$ cat src/rtl/shift_pkg.sv
// shift_pkg: op codes, FSM states and op classification shared by the shifter and control unit
package shift_pkg;
  localparam logic [2:0] SH_PASS = 3'b000;
  localparam logic [2:0] SH_SLL  = 3'b001;
  localparam logic [2:0] SH_SRL  = 3'b010;
  localparam logic [2:0] SH_SRA  = 3'b011;
  localparam logic [2:0] SH_ROR  = 3'b100;
  typedef enum logic [1:0] {ST_IDLE, ST_SHIFT, ST_DONE} state_t;
  function automatic logic is_shift(input logic [2:0] o);
    return o inside {SH_SLL, SH_SRL, SH_SRA, SH_ROR};
  endfunction
endpackage

$ cat src/rtl/shift_step.sv
// shift_step: one-bit shift/rotate of a value; pass and reserved codes leave it unchanged
module shift_step import shift_pkg::*; #(
  parameter int WIDTH = 32
) (
  input  logic [2:0]       op,
  input  logic [WIDTH-1:0] d,
  output logic [WIDTH-1:0] q
);
  always_comb
    q = op == SH_SLL ? {d[WIDTH-2:0], 1'b0} :
        op == SH_SRL ? {1'b0, d[WIDTH-1:1]} :
        op == SH_SRA ? {d[WIDTH-1], d[WIDTH-1:1]} :
        op == SH_ROR ? {d[0], d[WIDTH-1:1]} : d;
endmodule

$ cat src/rtl/shift_unit_seq.sv
// shift_unit_seq: iterative shifter, one bit per clock, one-cycle done pulse on completion
module shift_unit_seq import shift_pkg::*; #(
  parameter int WIDTH   = 32,
  parameter int SHAMT_W = 5
) (
  input  logic               clk,
  input  logic               reset,
  input  logic               start,
  input  logic [2:0]         op,
  input  logic [WIDTH-1:0]   data_in,
  input  logic [SHAMT_W-1:0] shamt,
  output logic [WIDTH-1:0]   result,
  output logic               busy,
  output logic               done
);
  state_t state, state_n;
  logic [WIDTH-1:0] result_n, step;
  logic [2:0] op_q, op_n;
  logic [SHAMT_W-1:0] count, count_n;
  shift_step #(.WIDTH(WIDTH)) u_step (.op(op_q), .d(result), .q(step));
  always_ff @(posedge clk)
    if (reset) begin
      state  <= ST_IDLE;
      result <= '0;
      op_q   <= SH_PASS;
      count  <= '0;
    end else begin
      state  <= state_n;
      result <= result_n;
      op_q   <= op_n;
      count  <= count_n;
    end
  // zero-length or non-shift ops skip SHIFT so the control FSM always sees a done pulse
  always_comb begin
    state_n  = state;
    result_n = result;
    op_n     = op_q;
    count_n  = count;
    if (state == ST_IDLE && start) begin
      result_n = data_in;
      op_n     = op;
      count_n  = shamt;
      state_n  = (shamt == '0 || !is_shift(op)) ? ST_DONE : ST_SHIFT;
    end else if (state == ST_SHIFT) begin
      result_n = step;
      count_n  = count - 1'b1;
      state_n  = count == SHAMT_W'(1) ? ST_DONE : ST_SHIFT;
    end else if (state == ST_DONE)
      state_n = ST_IDLE;
  end
  assign busy = state == ST_SHIFT;
  assign done = state == ST_DONE;
endmodule
$ cat config.mk
export PLATFORM = sky130hd
export DESIGN_NAME = shift_unit_seq
export DESIGN_NICKNAME = d
export VERILOG_FILES = /design/src/rtl/shift_pkg.sv /design/src/rtl/shift_step.sv /design/src/rtl/shift_unit_seq.sv
export SDC_FILE = /design/constraint.sdc
export NUM_CORES = 1
export LEC_CHECK = 0
export BUFFER_PORTS_ARGS = -buffer_cell sky130_fd_sc_hd__buf_2
export CORE_UTILIZATION = 40
export CTS_CLUSTER_DIAMETER = 60
export DETAILED_ROUTE_END_ITERATION = 8
export GPL_ROUTABILITY_DRIVEN = 0
export GPL_TIMING_DRIVEN = 1
export PLACE_DENSITY = 0.65
export RECOVER_POWER = 25
export SLEW_MARGIN = 20
export SYNTH_ARGS = -nofsm -noshare
export SYNTH_HDL_FRONTEND = slang
export SYNTH_SLANG_ARGS = --single-unit
$ cat constraint.sdc
create_clock -name clk -period 2 [get_ports clk]
set_input_delay 0.4 -clock clk [delete_from_list [all_inputs] [get_ports clk]]
set_output_delay 0.4 -clock clk [all_outputs]
set_load 0.005 [all_outputs]
==> flow_summary.rst <==
.. list-table::
   :header-rows: 1

   * - Metric
     - Value
   * - Number of core rows
     - 27
   * - Detailed placer's ending HPWL
     - about 4100 µm
   * - Hold-fix buffers at CTS
     - 0
   * - Antenna Diode Count
     - 0
   * - Number of global-route vias before repair
     - 2094
   * - Number of filler instances in the final layout
     - between 500 and 600
   * - Area added between synthesis and finish
     - 21.34%
   * - PortBufs
     - 76
   * - Element type at the critical path start
     - flip-flop
   * - CP Capture Type
     - primary output
   * - Final count of pins violating max slew
     - 0
   * - TritonCTS buffer count
     - 5
   * - Maximum clock path buffer count
     - 2
   * - Kind of cell adding the most delay to the critical path
     - adder cells
   * - Most numerous cell in the Yosys netlist
     - nand2_1
   * - Die Span Y
     - 79.05 µm
   * - Predominant post-synthesis flop cell
     - dfxtp_1
   * - Area share of the largest cell type after synthesis
     - 0.3541
   * - Proportion of register bits with asynchronous set or reset after synthesis
     - 0
   * - Setup clock skew after layout
     - 0.008558 ns
   * - Classification of the worst setup path
     - reg -> out
   * - Chain of cells forming the critical path
     - inv_1, ha_1, buf_2
   * - Cell taking the most area after synthesis
     - dfxtp_1
   * - Clock-pin transition on the worst setup and hold timing paths
     - 0.08 ns
   * - Maximum fanout encountered on the critical timing path
     - 10
   * - Unrepaired setup endpoints after global routing
     - no
   * - Final cell count without fillers
     - between 400 and 500
   * - Buffers & Inverters on Critical Path
     - 2
   * - Std-Cell Core Area
     - 5608 µm²
   * - Required time worst endpoint
     - 1.60 ns
   * - Sequential power share
     - 0.435
   * - Clock tree from TritonCTS
     - yes
   * - Post-CTS resize count
     - 0
   * - Part of the total power dissipated in the clock network
     - 0.215
   * - Most instantiated cells after synthesis
     - nand2_1, a21oi_1, dfxtp_1, nor2_1, a211o_1
   * - Deepest level of the CTS H-tree
     - 2
   * - Final Hold Violating Endpoints
     - 0
   * - Number of setup buffers added after CTS
     - 0
   * - Vias per cell
     - 5.246
   * - Nets
     - 436
   * - Die area
     - ~6200 µm²
   * - Setup slack of the most critical reg-to-reg path
     - 0.34 ns
   * - Post-synthesis sequential area ratio
     - 0.3541
   * - Maximum number of pins on one net before global-route repair
     - 63
   * - Final ANT Viol Nets
     - 0
   * - Post-layout worst setup margin
     - ~0.31 ns
   * - Max-slew headroom
     - 0.6091
   * - Net count of the mapped netlist
     - 373
   * - Post-synthesis sequential element count
     - 42
   * - Initial standard-cell utilization of the core
     - 0.4235
   * - Wire per inst
     - about 13 µm
   * - GRT Overall Usage
     - 0.1978
   * - Number of enable flip-flop cells after synthesis
     - 0
   * - Remaining Overflow, GRT
     - 0
   * - Peak per-stage delay on the critical path
     - 0.40 ns
   * - Worst-case vdd ir drop
     - about 0.46 mV
   * - Cell leakage power
     - approximately 1.2 nW
   * - # setup viols final
     - 0
   * - Placed Cells incl. Taps
     - between 400 and 500
   * - Synthesized instance count
     - 325
   * - Minimum setup slack after placement
     - roughly 0.36 ns
   * - Post-Syn Area per Cell
     - 7.307 µm²
   * - Clock latency at the later pin of the worst-skew pair
     - 0.29 ns
   * - Gate power share
     - 0.350
   * - DRC violation count after routing
     - 0
   * - Share of layout cells above drive strength 1
     - 0.2294
   * - Signal arrival time at the worst endpoint
     - 1.29 ns
   * - Root Driver
     - clkbuf_8
   * - Worst min-delay path category
     - in -> reg
   * - Count of yosys warnings during synthesis
     - 0
   * - Result of the run
     - finished clean
   * - Pint
     - roughly 0.0016 W
   * - Antenna violations before repair
     - 0
   * - Pin slew with the least headroom to its limit
     - slightly below 0.6 ns
   * - Global-route wire length before repair
     - between 9000 and 10000 µm
   * - Final wirelength
     - between 6000 and 7000 µm
   * - Initial DRT Pass Iterations
     - 4
   * - Overall die width
     - 79.05 µm
   * - Number of library cell types mapped by synthesis
     - 33
   * - Via count
     - 2413
   * - CTS sink count
     - 42
   * - Total I/O pin count
     - 77
   * - Setup TNS Final
     - 0 ns
   * - Power density of the placed cells
     - 857.5 nW/µm²
   * - Post-Syn Area
     - 2375 µm²
   * - Ratio of final minimum period to clock period
     - 0.8433
   * - Fmax
     - 0.5929 GHz
   * - Net switching power
     - 0.0008881 W
   * - Cell with the biggest individual delay on the critical path
     - ha_1
   * - Share of total power consumed by net switching
     - 0.3594
   * - Number of DRC markers after the initial detailed-route iteration
     - 121
   * - Shortest clock period the worst path allows after layout
     - between 1.5 and 2 ns
   * - Cell types occupying the most area after synthesis
     - dfxtp_1, a21oi_1, nand2_1
   * - Maximum capacitance violations
     - 0
[metal layers]
layer  part of all wire  up-vias  global-route usage
li1                   -     1243                   -
met1               0.48     1088              0.2756
met2               0.44       78              0.3034
met3              0.063        4             0.04598
met4              0.010        0             0.05455
met5                  0        -                   0
[registers in the layout, indices dropped and copies added, names as in the netlist]
register  flops
state         2
count         5
op_q          3
result       32
[logic make-up (layout without fill, tap and decap cells)]
kind of cell,Yosys count,count (layout),synth area share
buffers and inverters,35,98,0.07218
flip-flops,42,42,0.3541
AO/OA/AOI/OAI,111,111,0.3024
XOR/XNOR,6,6,0.02213
adder cells (fa/ha/maj),5,5,0.02634
AND/OR/NAND/NOR,126,126,0.2229
[stage by stage]
step                      hold WS, ns  cell area, µm²  utilization  power, W
after global placement         0.4760            2811       0.5013  0.001947
after detailed placement       0.4756            2811       0.5013  0.001963
after global routing           0.3519            2882       0.5138  0.002653
final                          0.3374            2882       0.5138  0.002471
after floorplan                0.4684            2375            -  0.001688
after CTS                      0.3376            2888       0.5149  0.002490
[placed cells by master (no fill, tap or decap)]
cell type,synthesis,layout
and3b_1,1,1
nand3_1,1,1
or3b_1,1,1
clkbuf_8,0,5
o221ai_1,1,1
buf_2,14,71
nor2_1,37,37
nor3b_4,0,1
xor2_1,2,2
buf_12,0,3
or3_1,1,1
dfxtp_1,42,42
ha_1,5,5
o211ai_1,1,1
inv_1,5,5
nor3_1,3,3
a31oi_4,1,1
and2_1,1,1
a21oi_1,67,67
clkbuf_1,11,7
xnor2_1,4,4
a21o_1,1,1
o41ai_2,1,1
nand3b_1,2,2
nand2_1,73,73
a311oi_1,1,1
o21ai_0,4,4
a211oi_1,4,4
a211o_1,30,30
or4_1,1,1
nor4b_1,2,2
nor3b_1,1,1
buf_4,0,7
nand2b_1,1,1
[power by group through the flow]
stage                     Sequential (W)  Clock [W]  Combinational (W)
after floorplan                  0.00107          0           0.000616
after global placement           0.00109          0           0.000853
after detailed placement         0.00109          0           0.000868
after CTS                        0.00107   0.000544           0.000871
after global routing             0.00110   0.000581           0.000975
final                            0.00108   0.000530           0.000865
[area by class of cell]
| class | instances | area, µm² | area share |
|---|---|---|---|
| clock buffer | 7 | 76.32 | 0.02649 |
| inverter | 5 | 18.77 | 0.006513 |
| multi-input combinational | 248 | 1369 | 0.4750 |
| sequential | 42 | 840.8 | 0.2918 |
| tap | 72 | 90.09 | 0.03126 |
| timing repair buffer | 86 | 486.7 | 0.1689 |
[worst min-delay path, delay by kind of cell]
kind            cells  cell delay [ns]
simple gates        1             0.08
buf+inv             1             0.07
compound gates      1             0.05
[worst paths after layout]
path	startpoint	end	depth (start not counted)
max	state[1]	busy	3
min	data_in[31]	result[31]	3
max reg2reg	state[1]	result[30]	6
min reg2reg	result[2]	result[2]	2
No activity file was read; power rests on OpenSTA's default activity.
